==> config.mk <==
export PLATFORM = sky130hd
export DESIGN_NAME = sd_sampler_gen
export DESIGN_NICKNAME = d
export VERILOG_FILES = /design/src/rtl/sd_sampler_gen.sv
export SDC_FILE = /design/constraint.sdc
export NUM_CORES = 1
export LEC_CHECK = 0
export CORE_AREA = 10 10 143 145
export DETAILED_ROUTE_END_ITERATION = 7
export DIE_AREA = 0 0 153 155
export HOLD_SLACK_MARGIN = 0.12
export PLACE_DENSITY = 0.86
export SYNTH_ARGS = -nofsm -noshare
export SYNTH_HDL_FRONTEND = slang
export SYNTH_SLANG_ARGS = --single-unit
==> constraint.sdc <==
create_clock -name SIM_CLK -period 2.4 [get_ports SIM_CLK]
set_input_delay 0.36 -clock SIM_CLK [delete_from_list [all_inputs] [get_ports SIM_CLK]]
set_output_delay 0.36 -clock SIM_CLK [all_outputs]
set_load 0.02 [all_outputs]
==> src/rtl/sd_sampler_gen.sv <==
// Serial-data sampler: latches one of CHANNELS words on START and shifts it out on DATA, one bit per Y2 strobe.
// Optional odd-parity bit appended as the last bit time when SD_SAMPLER_PARITY_EN is defined.
module sd_sampler_gen #(
  parameter int CHANNELS  = 14,
  parameter int WIDTH     = 26,
  parameter bit LSB_FIRST = 1'b0,
  localparam int CW = (CHANNELS > 1) ? $clog2(CHANNELS) : 1
) (
  input  logic                      SIM_CLK,
  input  logic                      SIM_RST,
  input  logic                      START,
  input  logic [CW-1:0]             CHAN,
  input  logic [CHANNELS*WIDTH-1:0] CHAN_DATA,
  input  logic [CHANNELS-1:0]       CHAN_VALID,
  input  logic                      Y2,
  input  logic                      X2,
  output logic                      DATA,
  output logic                      BUSY,
  output logic                      DONE,
  output logic                      ERR
);

`ifdef SD_SAMPLER_PARITY_EN
  localparam int FL = WIDTH + 1;
`else
  localparam int FL = WIDTH;
`endif
  localparam int BW = $clog2(WIDTH + 2);

  typedef enum logic [1:0] {S_IDLE, S_SHIFT, S_FIN} state_t;

  state_t          state_q, state_d;
  logic [FL-1:0]   shreg_q, shreg_d;
  logic [BW-1:0]   cnt_q, cnt_d;
  logic            err_q, err_d;

  logic [WIDTH-1:0] sel_word;
  logic             sel_valid;
  logic [FL-1:0]    load_word;

  // Out-of-range channel addresses match no k and so read as invalid.
  always_comb begin
    sel_word  = '0;
    sel_valid = 1'b0;
    for (int unsigned k = 0; k < CHANNELS; k++) begin
      if (32'(CHAN) == k) begin
        sel_word  = CHAN_DATA[k*WIDTH +: WIDTH];
        sel_valid = CHAN_VALID[k];
      end
    end
  end

`ifdef SD_SAMPLER_PARITY_EN
  // Parity sits at the end opposite the first-shifted bit, so it always goes out last.
  assign load_word = LSB_FIRST ? {~^sel_word, sel_word} : {sel_word, ~^sel_word};
`else
  assign load_word = sel_word;
`endif

  always_comb begin
    state_d = state_q;
    shreg_d = shreg_q;
    cnt_d   = cnt_q;
    err_d   = 1'b0;
    if (X2) begin
      state_d = S_IDLE;
      cnt_d   = '0;
    end else begin
      case (state_q)
        S_SHIFT: begin
          if (START) err_d = 1'b1;
          if (Y2) begin
            shreg_d = LSB_FIRST ? (shreg_q >> 1) : (shreg_q << 1);
            cnt_d   = cnt_q - BW'(1);
            if (cnt_q == BW'(1)) state_d = S_FIN;
          end
        end
        default: begin
          state_d = S_IDLE;
          if (START) begin
            if (sel_valid) begin
              shreg_d = load_word;
              cnt_d   = BW'(FL);
              state_d = S_SHIFT;
            end else begin
              err_d = 1'b1;
            end
          end
        end
      endcase
    end
  end

  always_ff @(posedge SIM_CLK) begin
    if (!SIM_RST) begin
      state_q <= S_IDLE;
      shreg_q <= '0;
      cnt_q   <= '0;
      err_q   <= 1'b0;
    end else begin
      state_q <= state_d;
      shreg_q <= shreg_d;
      cnt_q   <= cnt_d;
      err_q   <= err_d;
    end
  end

  assign DATA = (state_q == S_SHIFT) & (LSB_FIRST ? shreg_q[0] : shreg_q[FL-1]);
  assign BUSY = (state_q == S_SHIFT);
  assign DONE = (state_q == S_FIN);
  assign ERR  = err_q;

endmodule

* After elaboration in Yosys (flattened, before gate mapping)
Cells that the tools add are included.
Cells by class: add/subtract/negate cells 1, eq/ne operators 18, muxes and demuxes 45, bitwise operators 3, reductions and logical operators 7
Operators with widths (count):
- $mux W26 | 18
- $eq A4 B4 Y1 const B | 6
- $mux W1 | 20
- $mux W5 | 4
- $eq A4 B3 Y1 const B | 4
- $eq A4 B2 Y1 const B | 2
- $mux W2 | 3
- $eq A5 B1 Y1 const B | 1
- $sub A5 B1 Y5 const B | 1
- $eq A4 B1 Y1 const B | 1
- $logic_not A4 Y1 | 1
- $reduce_and A4 Y1 | 1
- $reduce_bool A2 Y1 | 2
- $reduce_and A3 Y1 | 1
- $eq A2 B1 Y1 const B | 1
- $eq A2 B2 Y1 const B | 1
- $ne A2 B1 Y1 const B | 1
- $ne A2 B2 Y1 const B | 1
- $not A1 Y1 | 2
- $reduce_and A2 Y1 | 1
- $reduce_or A2 Y1 | 1
- $and A1 B1 Y1 | 1
Storage, ports and cells: register bits after elaboration 34, word-level logic and storage cells 78

* Logic depth before layout (Yosys ltp)
Gate-level depths: netlist of run 1.
depth in word-level cells 18, mapped depth 12, gate-level depth less buffers 7

* Worst setup path after synthesis of run 1
No wires, ideal clock.
path type in2reg, start point input CHAN[1], end point register shreg_q[11], arrival time 2317 ps, required time 2284 ps, path slack -33 ps, stages 9, path through buf_2 -> or3b_1 -> buf_2 -> o22ai_2 -> o221ai_2 -> a2111oi_4 -> buf_4 -> nor3_1 -> a31o_2
Between the ends: word-level cells in the longest chain between the ends 18, elaborated cells between the ends (all ways) 47, classes of those cells 13 x eq/ne; 31 x mux; 3 x reduce/logical
RTL lines:
- from (decl) | RTL line 12 | input logic [CW-1:0] CHAN,
- $logic_not A4 Y1 | RTL line 46 | if (32'(CHAN) == k) begin
- $mux W26 (14 in a row) | RTL line 46
- $mux W26 | RTL line 81 | if (sel_valid) begin
- $mux W26 | RTL line 80 | if (START) begin
- $mux W26 | RTL line 69 | case (state_q)
- to (signal assigned) | RTL line 102 | shreg_q <= shreg_d;
- to (decl) | RTL line 33 | logic [FL-1:0] shreg_q, shreg_d;
Several ways; a longest one is shown, not always the timed one. The select of a mux whose other input is x is not followed. A chain may end at the register's enable or synchronous reset.

* Worst setup path after layout of run 1
start point register state_q[1], end point output DATA
Between the ends: word-level cells in the longest chain between the ends 2
RTL lines:
- from (decl) | RTL line 32 | state_t state_q, state_d;
- from (signal assigned) | RTL line 101 | state_q <= state_d;
- $eq A2 B1 Y1 | RTL line 108 | assign DATA = (state_q == S_SHIFT) & (LSB_FIRST ? shreg_q[0] : shreg_q[FL-1]);
- $and A1 B1 Y1 | RTL line 108
- to (decl) | RTL line 17 | output logic DATA,
No other way between the ends.

==> results of run 1 <==
[final cells by class]
cell class	count	area (um2)
antenna	1	2.502
clock buffer	5	125.1
clock inverter	3	21.27
fill	1659	7547
inverter	17	63.81
multi-input combinational	561	4205
sequential	34	680.7
tap	229	286.5
timing repair buffer	481	4725
[cells in the final DEF (no fill, tap or decap), types with 10 or more instances in the layout]
master and count:
buf_4 80, o21ai_0 45, nor2_1 65, mux2i_1 57
inv_1 13, nand3_1 12, buf_12 10, nor2b_1 11
a21oi_1 64, nor3_1 30, nand2_1 37, mux2_2 15
o221ai_1 12, clkdlybuf4s50_1 385, mux4_2 25, dfxtp_1 34
o22ai_1 11, a211oi_1 15
[cells in the mapped netlist, types with 3 or more instances]
| library cell | n |
|---|---|
| o221ai_1 | 12 |
| o21a_1 | 3 |
| a221oi_1 | 9 |
| a31oi_1 | 7 |
| nand2b_1 | 10 |
| inv_1 | 13 |
| a311oi_1 | 7 |
| buf_2 | 27 |
| o21ai_0 | 46 |
| a2111oi_0 | 7 |
| o21bai_1 | 3 |
| nand2_1 | 37 |
| a211oi_1 | 16 |
| mux2i_1 | 57 |
| o41a_1 | 3 |
| a31o_2 | 7 |
| a2bb2oi_1 | 4 |
| a221o_1 | 7 |
| dfxtp_1 | 34 |
| or3_1 | 8 |
| a22oi_1 | 7 |
| nand3_1 | 12 |
| mux4_2 | 25 |
| nor2_1 | 65 |
| clkbuf_1 | 37 |
| o32ai_1 | 6 |
| a21o_1 | 7 |
| mux2_2 | 15 |
| o22ai_1 | 11 |
| o211ai_1 | 5 |
| nor3b_1 | 3 |
| or2_2 | 7 |
| a21oi_1 | 64 |
| nand3b_1 | 5 |
| clkinv_1 | 4 |
| nor2b_1 | 11 |
| nand4b_1 | 4 |
| nor4_1 | 5 |
| nor3_1 | 30 |
[power by group through the flow]
stage | clock (mW) | combinational (mW) | sequential (mW)
6_report | 0.663 | 1.67 | 0.614
3_5_place_dp | 0 | 1.63 | 0.624
4_1_cts | 0.663 | 1.64 | 0.612
3_3_place_gp | 0 | 1.62 | 0.624
2_1_floorplan | 0 | 0.619 | 0.619
5_1_grt | 0.690 | 1.77 | 0.616
[path summary, 6_finish.rpt]
path                                    end        from  cells after the start
worst min register to register   shreg_q[5]  shreg_q[5]                      2
worst min-delay path             shreg_q[5]  shreg_q[5]                      2
worst max-delay path                   DATA  state_q[1]                      5
worst max register to register  shreg_q[13]  state_q[1]                      7
[worst max-delay path, stage by stage (launching register included)]
cell and delay, ns:
dfxtp_1 0.32, nand2b_1 0.21, clkinv_1 0.09, buf_4 0.25, and2_1 0.16, clkdlybuf4s50_1 0.61
[registers in the layout (all words and copies together), names as in the netlist]
register  flops
ERR           1
shreg_q      26
state_q       2
cnt_q         5
[metal layers]
layer  wire [um]  vias to the layer above  share of wire [%]  GRT usage (%)
met1       14250                     3650                 39          34.22
met3        3491                       52                9.7          7.444
met2       17400                      509                 48          49.41
li1            -                     3506                  -              -
met5          22                        -              0.061              0
met4         971                        4                2.7          7.584
[cell families after synthesis]
group           count (synthesis)
fa+ha+maj                       2
buf+inv                        85
xor+xnor                        3
flops                          34
mux                            97
simple gates                  206
compound gates                253
[what timing repair did]
item / CTS / global route
gates resized for setup: 4 / 8
hold buffers: 0 / 0
gates cloned: 0 / 1
pin swaps: 1 / 4
setup buffers: 0 / 1
endpoints found under the setup margin: 20 / 26
==> results.json, run 1 <==
{
  "wl_per_cell_um": 27.15,
  "leakagePower_nw": 3.862,
  "worst_pin_slew_ns": 0.6373,
  "synth_seq_area_share_pct": 13.14,
  "grt.overflow.total": 0,
  "synth_top_family_by_area": "compound AO/OA/AOI/OAI gates",
  "ios": 391,
  "total_power_mw": 2.950,
  "synth.mux.area_fraction_pct": 25.14,
  "dp_hpwl_um": 30590,
  "cts_max_path_buffers": 2,
  "whs_ns": 0.4624,
  "synthFlopType": "dfxtp_1",
  "postPlaceCellArea_mm2": 0.009868,
  "yosys_warnings": 0,
  "yosys.cell_types.count": 68,
  "synth_area_per_cell_um2": 7.618,
  "grt_max_degree": 45,
  "root_buffer": "clkbuf_16",
  "fmax_mhz": 433.7,
  "grt_use_total_pct": 28.54,
  "hold_viol": 0,
  "fin_skew_ns": 0.004326,
  "fp.dieW_um": 153,
  "clock_latency_ns": 0.29,
  "slew_headroom_pct": 56.41,
  "worst_slack_ns": 0.09428,
  "drt-vias-per-instance": 5.801,
  "wl_um": 36140,
  "synth-compound-area-share_pct": 34.20,
  "cp-end-kind": "primary output",
  "rrSetupSlack_ns": 0.40,
  "drtAntennaViolNets": 0,
  "die_h_um": 155,
  "fin_crit_sh_pct": 96.07,
  "finalSetupTns_ns": 0,
  "synth_nets": 1069,
  "core_area_mm2": 0.01766,
  "place_congestion": 0.9564,
  "p_sw_share_pct": 32.90,
  "path_class": "flop to primary output",
  "powerDensity_mw_per_mm2": 291.8,
  "vias": 7721,
  "status": "complete, no violations",
  "finalSetupViolCount": 0,
  "h-tree-depth": 2,
  "synth_top_cell_by_area": "dfxtp_1",
  "synthAdderAreaFrac_pct": 0.4831,
  "internal_power_mw": 1.980,
  "worst_ir_drop_vdd_mv": 0.2447,
  "synth_edf_count": 0,
  "p_comb_share_pct": 56.7,
  "worst_setup_path_start_kind": "flop",
  "antenna_found_initial": 3,
  "nets": 1489,
  "required_ns": 2.04,
  "power_switching_mw": 0.9707,
  "rows": 49,
  "placed_cells": 1320,
  "numCtsBuffers": 5,
  "stdcell_area_mm2": 0.01011,
  "min_path_type": "flop to flop",
  "place_ws_ns": -0.4024,
  "io_buffers": 390,
  "syn_inst": 680,
  "drt_iter0_drc": 826,
  "syn_area_mm2": 0.005180,
  "syn_to_final_growth_pct": 95.17,
  "cp_max_fo": 16,
  "synth.area.top_cells": "dfxtp_1 (13%), mux2i_1 (11%), mux4_2 (11%)",
  "clock_sinks": 34,
  "synthXorXnorAreaFrac_pct": 0.5072,
  "dr.pass1.iters": 5,
  "dieArea_mm2": 0.02372,
  "clkPwrFrac_pct": 22.5,
  "grt_pass1_vias": 8090,
  "cts.clk_slew.worst_paths_ns": 0.06,
  "fin_util_pct": 57.26,
  "drc": 0,
  "fin_crit_ns": 2.306,
  "pwr-share-seq_pct": 20.8,
  "drive_above_1_share_pct": 15.35,
  "rsz0062_at_grt": "no",
  "yosysTopAreaCellShare_pct": 13.14,
  "synth_seq_cells": 34,
  "start_util_pct": 29.34,
  "final_cells": 1331,
  "max-cap-violations": 0,
  "worstPathArrival_ns": 1.95,
  "slew_violations": 0,
  "synthArstFlopShare_pct": 0,
  "synthSimpleGateAreaFrac_pct": 19.57,
  "grt_pass1_wl_um": 52330,
  "cts_tree": "yes"
}
(Power assumes the default switching activity.)
==> run 2, diff against run 1 <==
--- a/config.mk
+++ b/config.mk
@@ -8,8 +8,8 @@
 export CORE_AREA = 10 10 143 145
 export DETAILED_ROUTE_END_ITERATION = 7
 export DIE_AREA = 0 0 153 155
-export HOLD_SLACK_MARGIN = 0.12
-export PLACE_DENSITY = 0.86
+export HOLD_SLACK_MARGIN = 0.03
+export PLACE_DENSITY = 0.84
 export SYNTH_ARGS = -nofsm -noshare
 export SYNTH_HDL_FRONTEND = slang
 export SYNTH_SLANG_ARGS = --single-unit
==> results.json, run 2 (synthesis gave the netlist of run 1 again) <==
{
  "status": "complete, no violations",
  "fin_skew_ns": 0.007271,
  "nets": 1488,
  "clock_latency_ns": 0.29,
  "multi_input_area_mm2": 0.004202,
  "place_congestion": 0.9463,
  "grt_pass1_vias": 8146,
  "ios": 391,
  "required_ns": 2.62,
  "fmax_mhz": 430.0,
  "h-tree-depth": 2,
  "slew_headroom_pct": 58.09,
  "io_buffers": 390,
  "max_flop_register": "shreg_q",
  "worstPathArrival_ns": 2.54,
  "slew_violations": 0,
  "critPathTopFamily": "buffers and inverters",
  "hold_viol": 0,
  "finalSetupViolCount": 0,
  "cp_max_fo": 8,
  "die_h_um": 155,
  "worst_ir_drop_vdd_mv": 0.3596,
  "grt_max_degree": 48,
  "root_buffer": "clkbuf_16",
  "postPlaceCellArea_mm2": 0.009868,
  "crit_buf_inv": 3,
  "n_fill_cell": 1588,
  "powerDensity_mw_per_mm2": 310.0,
  "min_path_type": "flop to flop",
  "core_area_mm2": 0.01766,
  "drive_above_1_share_pct": 15.45,
  "grt_use_total_pct": 28.69,
  "wl_per_cell_um": 27.13,
  "placed_cells": 1320,
  "final_cells": 1333,
  "total_power_mw": 3.142,
  "cts_tree": "yes",
  "max-cap-violations": 0,
  "start_util_pct": 29.34,
  "cp_cell_sequence": "clkdlybuf4s50_1 > or3b_4 > a211oi_4 > nor4_4 > a2111oi_4 > buf_4 > nand2b_4 > buf_6 > mux2i_1",
  "syn_to_final_growth_pct": 95.70,
  "drt_iter0_drc": 676,
  "finalSetupTns_ns": 0,
  "antenna_found_initial": 4,
  "grt.overflow.total": 0,
  "final_common_cell": "clkdlybuf4s50_1",
  "worst_pin_slew_ns": 0.6127,
  "drc": 0,
  "place_ws_ns": -0.4218,
  "path_class": "input port to flop",
  "max_stage_delay_ns": 0.46,
  "grt_pass1_wl_um": 52660,
  "stdcell_area_mm2": 0.01014,
  "numCtsBuffers": 5,
  "final_cell_mix": "clkdlybuf4s50_1 (386), buf_4 (79), nor2_1 (65)",
  "fin_crit_sh_pct": 96.90,
  "drt-vias-per-instance": 5.807,
  "dr.pass1.iters": 7,
  "leakagePower_nw": 3.866,
  "dieArea_mm2": 0.02372,
  "cp-end-kind": "flop",
  "vias": 7741,
  "rows": 49,
  "fin_crit_ns": 2.325,
  "drtAntennaViolNets": 0,
  "cts.clk_slew.worst_paths_ns": 0.06,
  "cts_max_path_buffers": 2,
  "dp_hpwl_um": 30880,
  "rsz0062_at_grt": "no",
  "worst_slack_ns": 0.07450,
  "largestRegisters": "shreg_q x26, cnt_q x5, state_q x2",
  "ctsHoldBuffers": 0,
  "fp.dieW_um": 153,
  "cp_slowest_cell": "clkdlybuf4s50_1",
  "wl_um": 36170,
  "clock_sinks": 34,
  "largest_reg_flops": 26,
  "worst_setup_path_start_kind": "input port",
  "final-seq-area_um2": 680.7
}
-- run 2: report_power, final --
group	switching, mW	leakage (nW)	internal, mW	total (mW)
logic	0.663	3.50	0.995	1.66
clock network	0.273	0.0940	0.597	0.870
registers	0.0187	0.276	0.595	0.614
total	0.955	3.87	2.19	3.14
-- run 2: cell type report --
cell class                 instances  share of cell area [%]
inverter                          17                  0.6295
antenna                            4                 0.09874
timing repair buffer             480                   46.37
tap                              229                   2.826
multi-input combinational        561                   41.45
clock buffer                       5                   1.234
sequential                        34                   6.714
clock inverter                     3                  0.6788
-- run 2: worst paths after layout --
path,startpoint,endpoint,slack [ns],depth (start not counted)
setup reg to reg,state_q[1],shreg_q[17],0.38,8
hold / removal,shreg_q[5],shreg_q[5],0.46,2
hold reg to reg,shreg_q[5],shreg_q[5],0.46,2
setup / recovery,CHAN_VALID[8],shreg_q[17],0.07,9
-- run 2: metal layers --
| layer | part of all wire (%) | vias up | routed length [um] | global-route usage, % |
|---|---|---|---|---|
| met2 | 49 | 465 | 17740 | 50.53 |
| li1 | - | 3510 | - | - |
| met1 | 39 | 3717 | 14020 | 33.39 |
| met5 | 0 | - | 0 | 0 |
| met4 | 2.7 | 0 | 970 | 7.584 |
| met3 | 9.5 | 49 | 3439 | 8.051 |
-- run 2: repair_timing --
item                       in CTS  in global routing
gates resized for setup         8                  5
setup buffers                   1                  0
pin swaps                       3                  0
setup endpoints to repair      21                 21
-- run 2: stage by stage --
step | util [%] | hold slack, ns
after global routing | 57.41 | 0.4696
after CTS | 57.24 | 0.4592
after detailed placement | 55.89 | 0.4496
final | 57.41 | 0.4601
after floorplan | - | 0.4316
after global placement | 55.89 | 0.4430
-- run 2: worst min-delay path: cells and delay by family (launching register included) --
kind          cells  cell delay, ns
flops             1            0.31
mux               1            0.05
simple gates      1            0.05
